`config.mk`:
```
export PLATFORM = sky130hd
export DESIGN_NAME = bound_flasher_monitor
export DESIGN_NICKNAME = d
export VERILOG_FILES = /design/src/rtl/bound_flasher_monitor.sv
export SDC_FILE = /design/constraint.sdc
export NUM_CORES = 1
export LEC_CHECK = 0
export CELL_PAD_IN_SITES_DETAIL_PLACEMENT = 1
export CELL_PAD_IN_SITES_GLOBAL_PLACEMENT = 2
export CORE_ASPECT_RATIO = 1.75
export CORE_MARGIN = 5
export CORE_UTILIZATION = 30
export DETAILED_ROUTE_END_ITERATION = 12
export GPL_TIMING_DRIVEN = 0
export PLACE_DENSITY = 0.73
export SETUP_SLACK_MARGIN = 0.1
export SKIP_LAST_GASP = 1
export SLEW_MARGIN = 20
export SYNTH_ARGS = -nofsm -noshare
export SYNTH_HDL_FRONTEND = slang
export SYNTH_SLANG_ARGS = --single-unit
```
`constraint.sdc`:
```
create_clock -name clk -period 3.5 [get_ports clk]
set_clock_uncertainty 0.05 [all_clocks]
set_input_delay 0.875 -clock clk [delete_from_list [all_inputs] [get_ports clk]]
set_output_delay 0.875 -clock clk [all_outputs]
set_load 0.03 [all_outputs]
```
`src/rtl/bound_flasher_monitor.sv`:
```
// bound_flasher_monitor: passive checker that decodes a thermometer LED bar and follows
// the bound flasher phase sequence, reporting steps, kickbacks, cycles and violations.
module bound_flasher_monitor #(
   parameter int WIDTH = 16,
   parameter int B_TOP = 16,
   parameter int B_MID = 6,
   parameter int B_UP2 = 11,
   parameter int B_LOW = 1,
   parameter int CNT_W = 8
) (
   input  logic             clk,
   input  logic             rst,
   input  logic [WIDTH-1:0] led,
   input  logic             flick,
   output logic [4:0]       level,
   output logic [2:0]       phase,
   output logic             step_up,
   output logic             step_down,
   output logic             kickback,
   output logic             cycle_done,
   output logic [CNT_W-1:0] cycle_count,
   output logic             err_pulse,
   output logic [2:0]       err_flags
);
   localparam logic [2:0] IDLE = 3'd0, UP1 = 3'd1, DN1 = 3'd2, UP2 = 3'd3,
                          DN2 = 3'd4, UP3 = 3'd5, DN3 = 3'd6, RSYNC = 3'd7;
   localparam logic [4:0] TOP = 5'(B_TOP), MID = 5'(B_MID), HI2 = 5'(B_UP2), LOW = 5'(B_LOW);

   logic       valid, up, dn, same, ok, kb, cd, stp, kick, kick_n;
   logic       e0, e1, e2;
   logic [4:0] n;
   logic [2:0] nx, ph_n;

   always_ff @(posedge clk or posedge rst) begin
      if (rst) begin
         level       <= '0;
         phase       <= IDLE;
         kick        <= 1'b0;
         step_up     <= 1'b0;
         step_down   <= 1'b0;
         kickback    <= 1'b0;
         cycle_done  <= 1'b0;
         cycle_count <= '0;
         err_pulse   <= 1'b0;
         err_flags   <= '0;
      end else begin
         level       <= valid ? n : level;
         phase       <= ph_n;
         kick        <= kick_n;
         step_up     <= stp && up;
         step_down   <= stp && dn;
         kickback    <= stp && kb;
         cycle_done  <= stp && cd;
         cycle_count <= cycle_count + CNT_W'(stp && cd && cycle_count != '1);
         err_pulse   <= e0 || e1 || e2;
         err_flags   <= err_flags | {e2, e1, e0};
      end
   end

   // ok/nx describe a single +1/-1 step from the current phase; bounds are on the new or old level
   always_comb begin
      valid = (led & (led + WIDTH'(1))) == '0;
      n = '0;
      for (int i = 0; i < WIDTH; i++) n = n + 5'(led[i]);
      up   = valid && n == level + 5'd1;
      dn   = valid && n + 5'd1 == level;
      same = valid && n == level;
      ok = 1'b0;
      nx = RSYNC;
      kb = 1'b0;
      cd = 1'b0;
      case (phase)
         IDLE: begin ok = up; nx = UP1; end
         UP1:  begin ok = up ? n <= TOP : level == TOP; nx = up ? UP1 : DN1; end
         DN1:  begin ok = dn ? n >= MID : level == MID; nx = dn ? DN1 : kick ? UP1 : UP2; kb = up && kick; end
         UP2:  begin ok = up ? n <= HI2 : level == HI2; nx = up ? UP2 : DN2; end
         DN2:  begin ok = dn ? n >= LOW : level == LOW; nx = dn ? DN2 : kick ? UP2 : UP3; kb = up && kick; end
         UP3:  begin ok = up ? n <= MID : level == MID; nx = up ? UP3 : DN3; end
         DN3:  begin ok = dn; nx = n == '0 ? IDLE : DN3; cd = dn && n == '0; end
         default: begin ok = 1'b0; nx = RSYNC; end
      endcase
      stp  = (up || dn) && ok;
      ph_n = !valid ? RSYNC : phase == RSYNC ? (n == '0 ? IDLE : RSYNC) : same ? phase : stp ? nx : RSYNC;
      kick_n = (ph_n == phase && kick) ||
               (valid && flick && ((ph_n == DN1 && n == MID) || (ph_n == DN2 && n == LOW)));
   end

   // a non-thermometer code masks any jump check; RESYNC only reports new invalid codes
   always_comb begin
      e0 = !valid;
      e1 = valid && phase != RSYNC && !same && !up && !dn;
      e2 = valid && phase != RSYNC && (up || dn) && !ok;
   end
endmodule

```
==> impl_metrics.py, run 1 <==
metrics = {
    "cells_and_area": {
        "final_cell_mix": "clkdlybuf4s50_1 (32), dfrtp_1 (25), nand2_1 (22)",
        "regArea_um2": 626,
        "multi_input_area_mm2": 0.00203,
        "antennaDiodeCount": 0,
        "fillers": 1012,
        "drive_gt1_share_pct": 27.4,
        "syn_to_final_growth_pct": 44.8,
        "final_nets": 411,
        "final_common_cell": "clkdlybuf4s50_1",
    },
    "critical_path": {
        "worst-path-buf-inv": 6,
        "cp.required_ps": 3630,
        "worst_path_largest_cell_delay_ps": 550,
        "critPathKind": "in -> reg",
        "worstPathArrival_ps": 6520,
        "worstSetupEndpointType": "flop",
        "timing.critical_path.mode_cell": "fa_1",
        "critPathTopFamily": "adder cells",
        "path_cells": "buf_8 > fa_1 > inv_2 > fa_1 > fa_1 > fa_1 > inv_2 > ha_4 > fa_2 > buf_8 > buf_4 > xor2_4 > xnor2_1 > mux2i_1 > a21oi_1 > nand4b_1 > a211oi_2 > nor3_4 > o41a_1 > buf_4 > xor2_1 > or4_1 > o31ai_2",
        "start_kind": "input pin",
        "crit_slowest_cell": "fa_1",
        "crit_fanout": 6,
    },
    "timing": {
        "relSlewSlack_pct": 37.9,
        "tightest_slew_ps": 926,
        "fmax_ghz": 0.156,
        "finalSetupTns_ps": -46240,
        "hold_ws_ps": 424,
        "fin_ws_ps": -2900,
        "rsz0062_at_grt": "yes",
        "hold_viol": 0,
        "period_needed_ps": 6400,
        "finalCritPeriodShare_pct": 183,
        "setup_viol": 24,
        "slew_violations": 0,
    },
    "power": {
        "power_density_mw_per_mm2": 687,
        "p_sw_share_pct": 44.9,
        "p_comb_share_pct": 78.5,
        "power_frac_seq_pct": 11.3,
        "irDropWorstVdd_v": 0.000309,
        "clkPwrFrac_pct": 10.2,
        "p_sw_uw": 1160,
        "leakage_uw": 0.00156,
        "p_total_uw": 2580,
        "p_int_uw": 1420,
    },
    "logic_synthesis": {
        "synth_edf_count": 0,
        "synth_area_leader_cell": "dfrtp_1",
        "ys_ff_latch": 25,
        "syn_avg_cell_area_um2": 8.96,
        "synth-seq-area-share_pct": 24.1,
        "synthesis.area_mm2": 0.00260,
        "yosys.area.top_type_share_pct": 24.1,
        "synth_cells": 290,
        "synth.distinct_cells": 64,
        "yosys_most_used_dff": "dfrtp_1",
        "synth_area_leaders": "dfrtp_1 (24%), fa_1 (7.7%), ha_1 (7.7%)",
        "ys.warnings.count": 0,
        "synth.net_count": 335,
        "async_flop_share_pct": 100,
    },
    "grt": {
        "grt_max_degree": 26,
        "grtUsageTotal_pct": 17.9,
        "grt_first_pass_wirelength_mm": 14.9,
        "grt_pass1_vias": 2833,
        "antenna_found_initial": 0,
        "grt_overflow": 0,
    },
    "clock_tree": {
        "cts_root_buf": "clkbuf_16",
        "clockBufferDepth": 2,
        "cts_buffers": 3,
        "cts_max_level": 1,
        "clk_pin_slew_ps": 70,
        "clk_latency_ps": 260,
        "cts_tree": "done",
        "cts_hold_buf": 0,
        "cts_sinks": 25,
    },
    "status": {
        "status": "finished, violations left",
        "violations": "negative setup slack",
    },
    "die": {
        "die_w_um": 80.3,
        "die_h_um": 133,
        "initial_core_util_pct": 30.4,
        "rows": 45,
        "num_io_pins": 43,
        "core_area_mm2": 0.00856,
        "die-area_mm2": 0.0107,
    },
    "place": {
        "dp_hpwl_mm": 7.09,
        "place.gp.congestion": 0.834,
        "io_buffers": 42,
        "dpl_worst_slack_ps": -3850,
    },
    "routing": {
        "via_per_inst": 5.20,
        "drtAntennaViolNets": 0,
        "routedWlPerCell_um": 19.1,
        "firstDrtPassIters": 4,
        "wl_mm": 9.19,
        "drc_errors": 0,
        "vias": 2508,
        "drtIter0Drc": 71,
    },
    "job": {
        "drv_cap": 0,
    },
    "min_path": {
        "hold_class": "reg -> reg",
    },
}
## worst reg2reg max path, stage by stage, from the launching register on
cell and delay, ps:
dfrtp_1 340, buf_2 240, nand3_1 120, xnor2_1 290, xnor3_1 310, nor2b_1 220
o2111ai_4 220, and3_4 250, nor3_4 230, buf_4 150, buf_6 110, nor4b_4 50
or4_1 520, o21a_1 130, o31ai_2 210
## synth_stat cells, types with 3 or more instances
| cell | count |
|---|---|
| nand3_1 | 18 |
| xnor2_1 | 14 |
| o31ai_1 | 3 |
| o22ai_1 | 4 |
| clkbuf_1 | 6 |
| dfrtp_1 | 25 |
| nor3_2 | 4 |
| inv_2 | 3 |
| nor3_1 | 11 |
| o21ai_0 | 13 |
| xor2_1 | 4 |
| mux2i_1 | 5 |
| fa_1 | 10 |
| a21o_1 | 3 |
| nor2_1 | 21 |
| ha_1 | 16 |
| a21oi_1 | 10 |
| and3_1 | 6 |
| buf_6 | 3 |
| nand4_1 | 5 |
| inv_1 | 23 |
| nor2b_1 | 7 |
| nand2_1 | 22 |
## sequential cells by signal, summed over array words and instances, names as in the netlist
register,flops
cycle_count,8
level,5
err_flags,3
phase,3
cycle_done,1
err_pulse,1
kick,1
kickback,1
step_down,1
step_up,1
## power groups by stage
stage | combinational [µW] | clock (µW) | sequential, µW
final | 2030 | 265 | 291
after global placement | 1500 | 0 | 296
after CTS | 1980 | 273 | 291
after detailed placement | 1530 | 0 | 296
after global routing | 2200 | 283 | 291
after floorplan | 1160 | 0 | 298
## metal layers
| layer | routed length, µm | up-vias | global-route usage [%] |
|---|---|---|---|
| li1 | - | 1186 | - |
| met1 | 3110 | 1265 | 17.5 |
| met2 | 5620 | 44 | 36.7 |
| met3 | 221 | 13 | 1.35 |
| met4 | 238 | 0 | 7.14 |
| met5 | 0 | - | 0 |
## through the flow
step                std cells  cell area (µm²)  utilization, %
detailed placement        449             3220            37.6
finish                    482             3760            44.0
floorplan                 290             2650               -
CTS                       475             3640            42.5
global route              482             3760            44.0
global placement          449             3220            37.6
## final timing paths
path / slack, ps / start / to / cells past startpoint
worst max-delay path: -2900 / led[3] / kick / 23
worst min-delay path: 420 / err_flags[2] / err_flags[2] / 1
worst max register to register: -30 / level[2] / kick / 14
worst min register to register: 420 / err_flags[2] / err_flags[2] / 1
max in group asynchronous: 2020 / rst / phase[1] / 2
min in group asynchronous: 950 / rst / level[2] / 2
## kinds of logic (layout without fill, tap and decap cells)
| group | count (synthesis) | after routing | synth area share, % |
|---|---|---|---|
| AOI/OAI and AO/OA | 61 | 61 | 18.1 |
| xor gates and xnor gates | 23 | 23 | 10.6 |
| adders and majority gates | 26 | 26 | 15.4 |
| buffers and inverters | 37 | 112 | 6.31 |
| DFF | 25 | 25 | 24.1 |
| muxes | 7 | 7 | 2.79 |
| and+or+nand+nor | 111 | 111 | 22.7 |
## what timing repair did
action | 4_1_cts | 5_1_grt
resized for setup | 85 | 19
endpoints found under the setup margin | 24 | 25
pin swaps | 27 | 19
setup buffers | 23 | 8
## final cells by class
class,count,share of cell area (%)
multi-input combinational,228,54.0
timing repair buffer,71,18.7
sequential,25,16.6
tap,117,3.89
inverter,26,2.76
clock buffer,3,2.00
buffer,11,1.86
clock inverter,1,0.200
Power figures use the tool's default switching activity.
==> run 2, diff against run 1 <==
--- a/config.mk
+++ b/config.mk
@@ -10,6 +10,7 @@
 export CORE_ASPECT_RATIO = 1.75
 export CORE_MARGIN = 5
 export CORE_UTILIZATION = 30
+export CTS_BUF_LIST = sky130_fd_sc_hd__clkbuf_4 sky130_fd_sc_hd__clkbuf_8 sky130_fd_sc_hd__clkbuf_16
 export DETAILED_ROUTE_END_ITERATION = 12
 export GPL_TIMING_DRIVEN = 0
 export PLACE_DENSITY = 0.73
==> results of run 2 <==
Same layout as run 1: the final DEF is identical, and so are final timing and power.
